==> config.mk <==
export PLATFORM = sky130hd
export DESIGN_NAME = rs_issue_sched
export DESIGN_NICKNAME = d
export VERILOG_FILES = /design/src/rtl/rs_issue_sched.sv
export SDC_FILE = /design/constraint.sdc
export NUM_CORES = 1
export LEC_CHECK = 0
export ABC_AREA = 0
export ABC_CLOCK_PERIOD_IN_PS = 2700
export CAP_MARGIN = 20
export CORE_ASPECT_RATIO = 0.9
export CORE_MARGIN = 5
export CORE_UTILIZATION = 32
export DETAILED_ROUTE_END_ITERATION = 12
export SYNTH_ARGS = -nofsm -noshare
export SYNTH_HDL_FRONTEND = slang
export SYNTH_SLANG_ARGS = --single-unit
==> constraint.sdc <==
create_clock -name clk -period 2.7 [get_ports clk]
set_input_delay 0.27 -clock clk [delete_from_list [all_inputs] [get_ports clk]]
set_output_delay 0.27 -clock clk [all_outputs]
set_load 0.03 [all_outputs]
==> src/rtl/rs_issue_sched.sv <==
// Issue scheduler / allocation controller for a small tagged reservation station.
// Allocates dispatched instructions to the lowest free entry, wakes operands from
// the result-tag broadcast, and issues the oldest ready entry through a one-deep
// output stage with a valid/ready handshake.
module rs_issue_sched #(
   parameter int unsigned ENTRIES     = 4,
   parameter int unsigned instr_width = 16,
   parameter int unsigned tag_width   = 8
) (
   input  logic                       clk,
   input  logic                       rst,
   input  logic                       flush,
   input  logic                       alloc_valid,
   output logic                       alloc_ready,
   input  logic [instr_width-1:0]     alloc_instr,
   input  logic [tag_width-1:0]       alloc_wb_tag,
   input  logic [tag_width-1:0]       alloc_tag0,
   input  logic [tag_width-1:0]       alloc_tag1,
   input  logic                       alloc_rdy0,
   input  logic                       alloc_rdy1,
   input  logic                       bcast_valid,
   input  logic [tag_width-1:0]       bcast_tag,
   output logic                       issue_valid,
   input  logic                       issue_ready,
   output logic [instr_width-1:0]     issue_instr,
   output logic [tag_width-1:0]       issue_wb_tag,
   output logic [$clog2(ENTRIES)-1:0] issue_entry,
   output logic [ENTRIES-1:0]         entry_write,
   output logic [ENTRIES-1:0]         entry_read,
   output logic [$clog2(ENTRIES):0]   free_count
);

   localparam int unsigned IDX_W = $clog2(ENTRIES);
   localparam int unsigned CNT_W = IDX_W + 1;

   typedef enum logic [1:0] {
      ST_EMPTY = 2'd0,
      ST_WAIT  = 2'd1,
      ST_READY = 2'd2
   } st_e;

   typedef struct packed {
      st_e                    st;
      logic                   rdy0;
      logic                   rdy1;
      logic [tag_width-1:0]   tag0;
      logic [tag_width-1:0]   tag1;
      logic [tag_width-1:0]   wb_tag;
      logic [instr_width-1:0] instr;
   } entry_t;

   localparam entry_t ENTRY_RST = '{st: ST_EMPTY, default: '0};

   entry_t             ent_q [ENTRIES];
   entry_t             ent_d [ENTRIES];
   logic [ENTRIES-1:0] age_q [ENTRIES];
   logic [ENTRIES-1:0] age_d [ENTRIES];
   logic [CNT_W-1:0]   free_q;
   logic [CNT_W-1:0]   free_d;

   logic [ENTRIES-1:0] occ;
   logic [ENTRIES-1:0] rdy_v;
   logic [ENTRIES-1:0] cand;
   logic [IDX_W-1:0]   alloc_idx;
   logic [IDX_W-1:0]   sel_idx;
   logic               sel_any;
   logic               alloc_fire;
   logic               sel_fire;
   logic               byp0;
   logic               byp1;
   entry_t             sel_ent;

   // Occupancy and readiness views of the registered entry state
   always_comb begin
      for (int i = 0; i < int'(ENTRIES); i++) begin
         occ[i]   = (ent_q[i].st != ST_EMPTY);
         rdy_v[i] = (ent_q[i].st == ST_READY);
      end
   end

   // Lowest-indexed empty entry receives the next allocation
   always_comb begin
      alloc_idx = '0;
      for (int i = int'(ENTRIES) - 1; i >= 0; i--) begin
         if (!occ[i]) alloc_idx = IDX_W'(i);
      end
   end

   // Oldest ready entry: ready, with no ready entry marked older than it
   always_comb begin
      logic [ENTRIES-1:0] older;
      for (int i = 0; i < int'(ENTRIES); i++) begin
         for (int j = 0; j < int'(ENTRIES); j++) begin
            older[j] = rdy_v[j] & age_q[j][i];
         end
         cand[i] = rdy_v[i] & ~(|older);
      end
   end

   // Encode the candidate and fetch its fields for the output stage
   always_comb begin
      sel_idx = '0;
      sel_ent = ent_q[0];
      for (int i = int'(ENTRIES) - 1; i >= 0; i--) begin
         if (cand[i]) begin
            sel_idx = IDX_W'(i);
            sel_ent = ent_q[i];
         end
      end
   end

   assign sel_any     = |cand;
   assign alloc_ready = (free_q != '0);
   assign free_count  = free_q;
   assign alloc_fire  = alloc_valid & alloc_ready & ~flush;
   assign sel_fire    = sel_any & (~issue_valid | issue_ready) & ~flush;
   assign byp0        = alloc_rdy0 | (bcast_valid & (bcast_tag == alloc_tag0));
   assign byp1        = alloc_rdy1 | (bcast_valid & (bcast_tag == alloc_tag1));

   // One-hot datapath strobes, same cycle as the allocation / selection
   always_comb begin
      for (int i = 0; i < int'(ENTRIES); i++) begin
         entry_write[i] = alloc_fire & (alloc_idx == IDX_W'(i));
         entry_read[i]  = sel_fire & (sel_idx == IDX_W'(i));
      end
   end

   // Next entry state: wakeup, selection release, allocation and age update
   always_comb begin
      for (int i = 0; i < int'(ENTRIES); i++) begin
         ent_d[i] = ent_q[i];
         age_d[i] = age_q[i];
      end
      free_d = free_q;
      if (flush) begin
         for (int i = 0; i < int'(ENTRIES); i++) begin
            ent_d[i].st = ST_EMPTY;
         end
         free_d = CNT_W'(ENTRIES);
      end else begin
         free_d = free_q - CNT_W'(alloc_fire) + CNT_W'(sel_fire);
         for (int i = 0; i < int'(ENTRIES); i++) begin
            if (ent_q[i].st == ST_WAIT) begin
               if (bcast_valid && (ent_q[i].tag0 == bcast_tag)) ent_d[i].rdy0 = 1'b1;
               if (bcast_valid && (ent_q[i].tag1 == bcast_tag)) ent_d[i].rdy1 = 1'b1;
               if (ent_d[i].rdy0 && ent_d[i].rdy1) ent_d[i].st = ST_READY;
            end
            if (entry_read[i]) ent_d[i].st = ST_EMPTY;
            if (entry_write[i]) begin
               ent_d[i].st     = (byp0 && byp1) ? ST_READY : ST_WAIT;
               ent_d[i].rdy0   = byp0;
               ent_d[i].rdy1   = byp1;
               ent_d[i].tag0   = alloc_tag0;
               ent_d[i].tag1   = alloc_tag1;
               ent_d[i].wb_tag = alloc_wb_tag;
               ent_d[i].instr  = alloc_instr;
               age_d[i]        = '0;
            end else if (occ[i]) begin
               // every occupied entry is older than the newcomer
               age_d[i] = age_q[i] | entry_write;
            end
         end
      end
   end

   // Entry, age-matrix and free-count registers
   always_ff @(posedge clk or negedge rst) begin
      if (!rst) begin
         for (int i = 0; i < int'(ENTRIES); i++) begin
            ent_q[i] <= ENTRY_RST;
            age_q[i] <= '0;
         end
         free_q <= CNT_W'(ENTRIES);
      end else begin
         for (int i = 0; i < int'(ENTRIES); i++) begin
            ent_q[i] <= ent_d[i];
            age_q[i] <= age_d[i];
         end
         free_q <= free_d;
      end
   end

   // Output stage: load on selection, drain on accept, hold while stalled
   always_ff @(posedge clk or negedge rst) begin
      if (!rst) begin
         issue_valid  <= 1'b0;
         issue_instr  <= '0;
         issue_wb_tag <= '0;
         issue_entry  <= '0;
      end else if (flush) begin
         issue_valid <= 1'b0;
      end else if (sel_fire) begin
         issue_valid  <= 1'b1;
         issue_instr  <= sel_ent.instr;
         issue_wb_tag <= sel_ent.wb_tag;
         issue_entry  <= sel_idx;
      end else if (issue_ready) begin
         issue_valid <= 1'b0;
      end
   end

endmodule

==> impl_metrics.py <==
metrics = {
    "run_status": {
        "status": "finished, final reports clean",
    },
    "routing": {
        "ant_nets": 0,
        "drt_iter0_markers": 696,
        "drt_wl_total_um": 32800,
        "viasPerCell": 5.12,
        "first_pass_iters": 5,
        "drc": 0,
        "avgRoutedWirePerCell_um": 19.0,
        "vias": 8829,
    },
    "global_route": {
        "grt_pass1_wl_um": 52100,
        "grt_max_degree": 87,
        "grt.total_usage_pct": 17.1,
        "grt_pass1_vias": 8990,
        "antenna_found_initial": 0,
        "grt.overflow.total": 0,
    },
    "power": {
        "irDropWorstVdd_v": 0.000423,
        "pwr-share-comb_pct": 32.3,
        "p_sw_mw": 4.47,
        "power_mw": 13.0,
        "pwr-share-seq_pct": 41.2,
        "p_sw_share_pct": 34.3,
        "leakage_nw": 6.18,
        "pwr-share-clk_pct": 26.5,
        "intPower_mw": 8.56,
        "power.density_mw_per_mm2": 953,
    },
    "logic_synthesis": {
        "postSynthAreaPerCell_sq_um": 9.64,
        "synth_cell_type_count": 65,
        "ys.flop_type": "dfrtp_1",
        "synth_enable_flop_cells": 0,
        "synth.top_cells.by_count": "303 x nand2_1, 221 x dfrtp_1, 57 x xor2_1, 56 x o21ai_0, 53 x mux2_2",
        "synthTopCellsByArea": "dfrtp_1 51%, nand2_1 10%, mux2_2 5.5%",
        "synth_nets": 1189,
        "syn-cell-area_sq_mm": 0.0109,
        "yosysTopAreaCellShare_pct": 50.8,
        "yosysTopAreaCell": "dfrtp_1",
        "async_flop_share_pct": 100,
        "ys_seq_area_share_pct": 51.0,
        "syn_inst": 1130,
        "yosys_warnings": 0,
        "ys_seq_elements": 222,
        "synth_most_common_cell": "nand2_1",
    },
    "worst_setup_path": {
        "cp.arrival_ns": 2.36,
        "r2r_start": "ent_q[42]",
        "cp-start-kind": "register",
        "reg2regPathDepth": 12,
        "crit_fanout": 9,
        "r2r_slack_ns": 0.16,
        "path_class": "reg2out",
        "rr_endpoint": "free_count[2]",
        "end_kind": "primary output",
        "cp.required_ns": 2.43,
    },
    "sta": {
        "hold_slack_ns": 0.355,
        "worst_slew_pin_slew_ns": 0.728,
        "finalHoldViolations": 0,
        "finalSetupTns_ns": 0,
        "slew_viol_final": 0,
        "finClkSkew_ns": 0.0174,
        "worst_slack_ns": 0.0678,
        "fin_crit_ns": 2.63,
        "slew_headroom_pct": 51.4,
        "fin_crit_sh_pct": 97.5,
        "fmax_mhz": 380,
        "setup_viol": 0,
    },
    "placed_design": {
        "dp_slack_ns": 0.0922,
        "dp_hpwl_um": 21500,
        "gp_congestion": 0.878,
        "numPortBuffers": 94,
    },
    "floorplan": {
        "die_h_um": 185,
        "num_rows": 64,
        "coreArea_sq_mm": 0.0338,
        "initial_core_util_pct": 32.2,
        "die_area_sq_mm": 0.0378,
        "fp.dieW_um": 204,
        "top_level_ports": 95,
    },
    "clock_tree": {
        "clk_pin_slew_ns": 0.06,
        "clkLatencyLatePin_ns": 0.53,
        "numCtsBuffers": 25,
        "cts_buffer_depth": 3,
        "cts_tree": "yes",
        "cts_root_buf": "clkbuf_16",
        "htreeDepth": 1,
        "cts.sinks": 222,
    },
    "finish": {
        "seqCellArea_sq_mm": 0.00556,
        "postLayoutCoreUtil_pct": 40.5,
        "num_antenna_cells": 0,
        "area_delta_synth_final_pct": 25.5,
        "drive_gt1_share_pct": 16.5,
        "multi_input_area_sq_mm": 0.00483,
        "nets": 1304,
        "num-fill-cells": 3338,
    },
    "job": {
        "drv_cap": 0,
    },
    "min_path": {
        "hold_path_class": "in2async",
    },
}
flip-flops by register name (all words and copies together) (netlist names):
register      cells
issue_entry       2
free_count        3
age_q            16
issue_wb_tag      8
issue_valid       1
issue_instr      16
ent_q           176
power by group through the flow:
stage                     Combinational, mW  Clock [mW]  Sequential, mW
after floorplan                        2.44           0            5.61
after global placement                 4.14           0            5.38
after detailed placement               4.20           0            5.42
after CTS                              4.24        3.53            5.37
after global routing                   4.67        3.66            5.52
final                                  4.21        3.45            5.37
final cells by class:
type	count	area share (%)
multi-input cells	789	35.3
clock buffers	31	5.03
repair buffers	171	12.7
inverters	36	1.01
well taps	462	4.23
flip-flops and latches	222	40.7
clock inverters	15	1.05
worst max-delay path: stages (launching register included):
cell	delay (ns)
dfrtp_1	0.47
or3b_4	0.44
nor4_4	0.34
nand3_1	0.17
nor3_4	0.25
buf_12	0.16
timing repair:
| action | in CTS | in global routing |
|---|---|---|
| cloned | 0 | 1 |
| hold buffers | 1 | 0 |
| gates resized for setup | 8 | 4 |
| pin swaps | 3 | 1 |
| endpoints found under the setup margin | 3 | 4 |
| setup buffers | 3 | 0 |
| hold endpoints to repair | 78 | 0 |
logic make-up (layout without fill, tap and decap cells):
| family | count (synthesis) | after routing | share of synthesized area [%] |
|---|---|---|---|
| and+or+nand+nor | 437 | 437 | 18.1 |
| DFF | 222 | 222 | 51.0 |
| AOI/OAI and AO/OA | 214 | 214 | 13.4 |
| buffers and inverters | 119 | 253 | 4.93 |
| xor gates and xnor gates | 82 | 82 | 6.59 |
| muxes | 53 | 53 | 5.48 |
| adders and majority gates | 3 | 3 | 0.414 |
placed cells by master (no fill, tap or decap), types with 7 or more instances in the layout:
master | synthesis | layout
nand2_1 | 303 | 303
dfrtp_1 | 221 | 218
clkdlybuf4s50_1 | 0 | 85
buf_4 | 2 | 64
xor2_1 | 57 | 57
o21ai_0 | 56 | 56
mux2_2 | 53 | 53
nor2_1 | 39 | 39
inv_1 | 33 | 31
a21oi_1 | 30 | 30
clkbuf_16 | 0 | 26
xnor2_1 | 25 | 25
a41oi_1 | 19 | 19
nand2b_1 | 16 | 16
buf_12 | 0 | 16
nor3_1 | 14 | 14
nand3b_1 | 12 | 12
a211oi_1 | 12 | 12
o22ai_1 | 12 | 12
o41ai_1 | 12 | 12
o211ai_1 | 11 | 11
o221ai_1 | 11 | 11
a32o_1 | 10 | 10
o21ai_1 | 8 | 8
nor4_1 | 8 | 8
clkinv_2 | 0 | 7
worst max path at each step:
stage	slack [ns]	cells after the start	startpoint	to
floorplan	0.01	14	ent_q[174]	free_count[2]
global placement	0.06	13	issue_ready	free_count[2]
detailed placement	0.09	13	issue_ready	free_count[2]
CTS	0.006	6	ent_q[42]	entry_read[2]
global route	-0.003	12	ent_q[131]	free_count[2]
finish	0.07	5	ent_q[42]	entry_read[3]
per-layer routing:
layer / vias to the layer above / GRT usage (%) / part of all wire [%]
li1: 4108 / - / -
met1: 4412 / 24.3 / 46
met2: 252 / 27.4 / 46
met3: 57 / 2.36 / 4.8
met4: 0 / 5.04 / 2.4
met5: - / 0 / 0
through the flow:
step                      area [sq um]  std cells
after CTS                        13600       1725
after global routing             13700       1726
after detailed placement         12800       1675
after global placement           12800       1675
after floorplan                  10900       1130
final                            13700       1726
No activity file was read; power rests on OpenSTA's default activity.
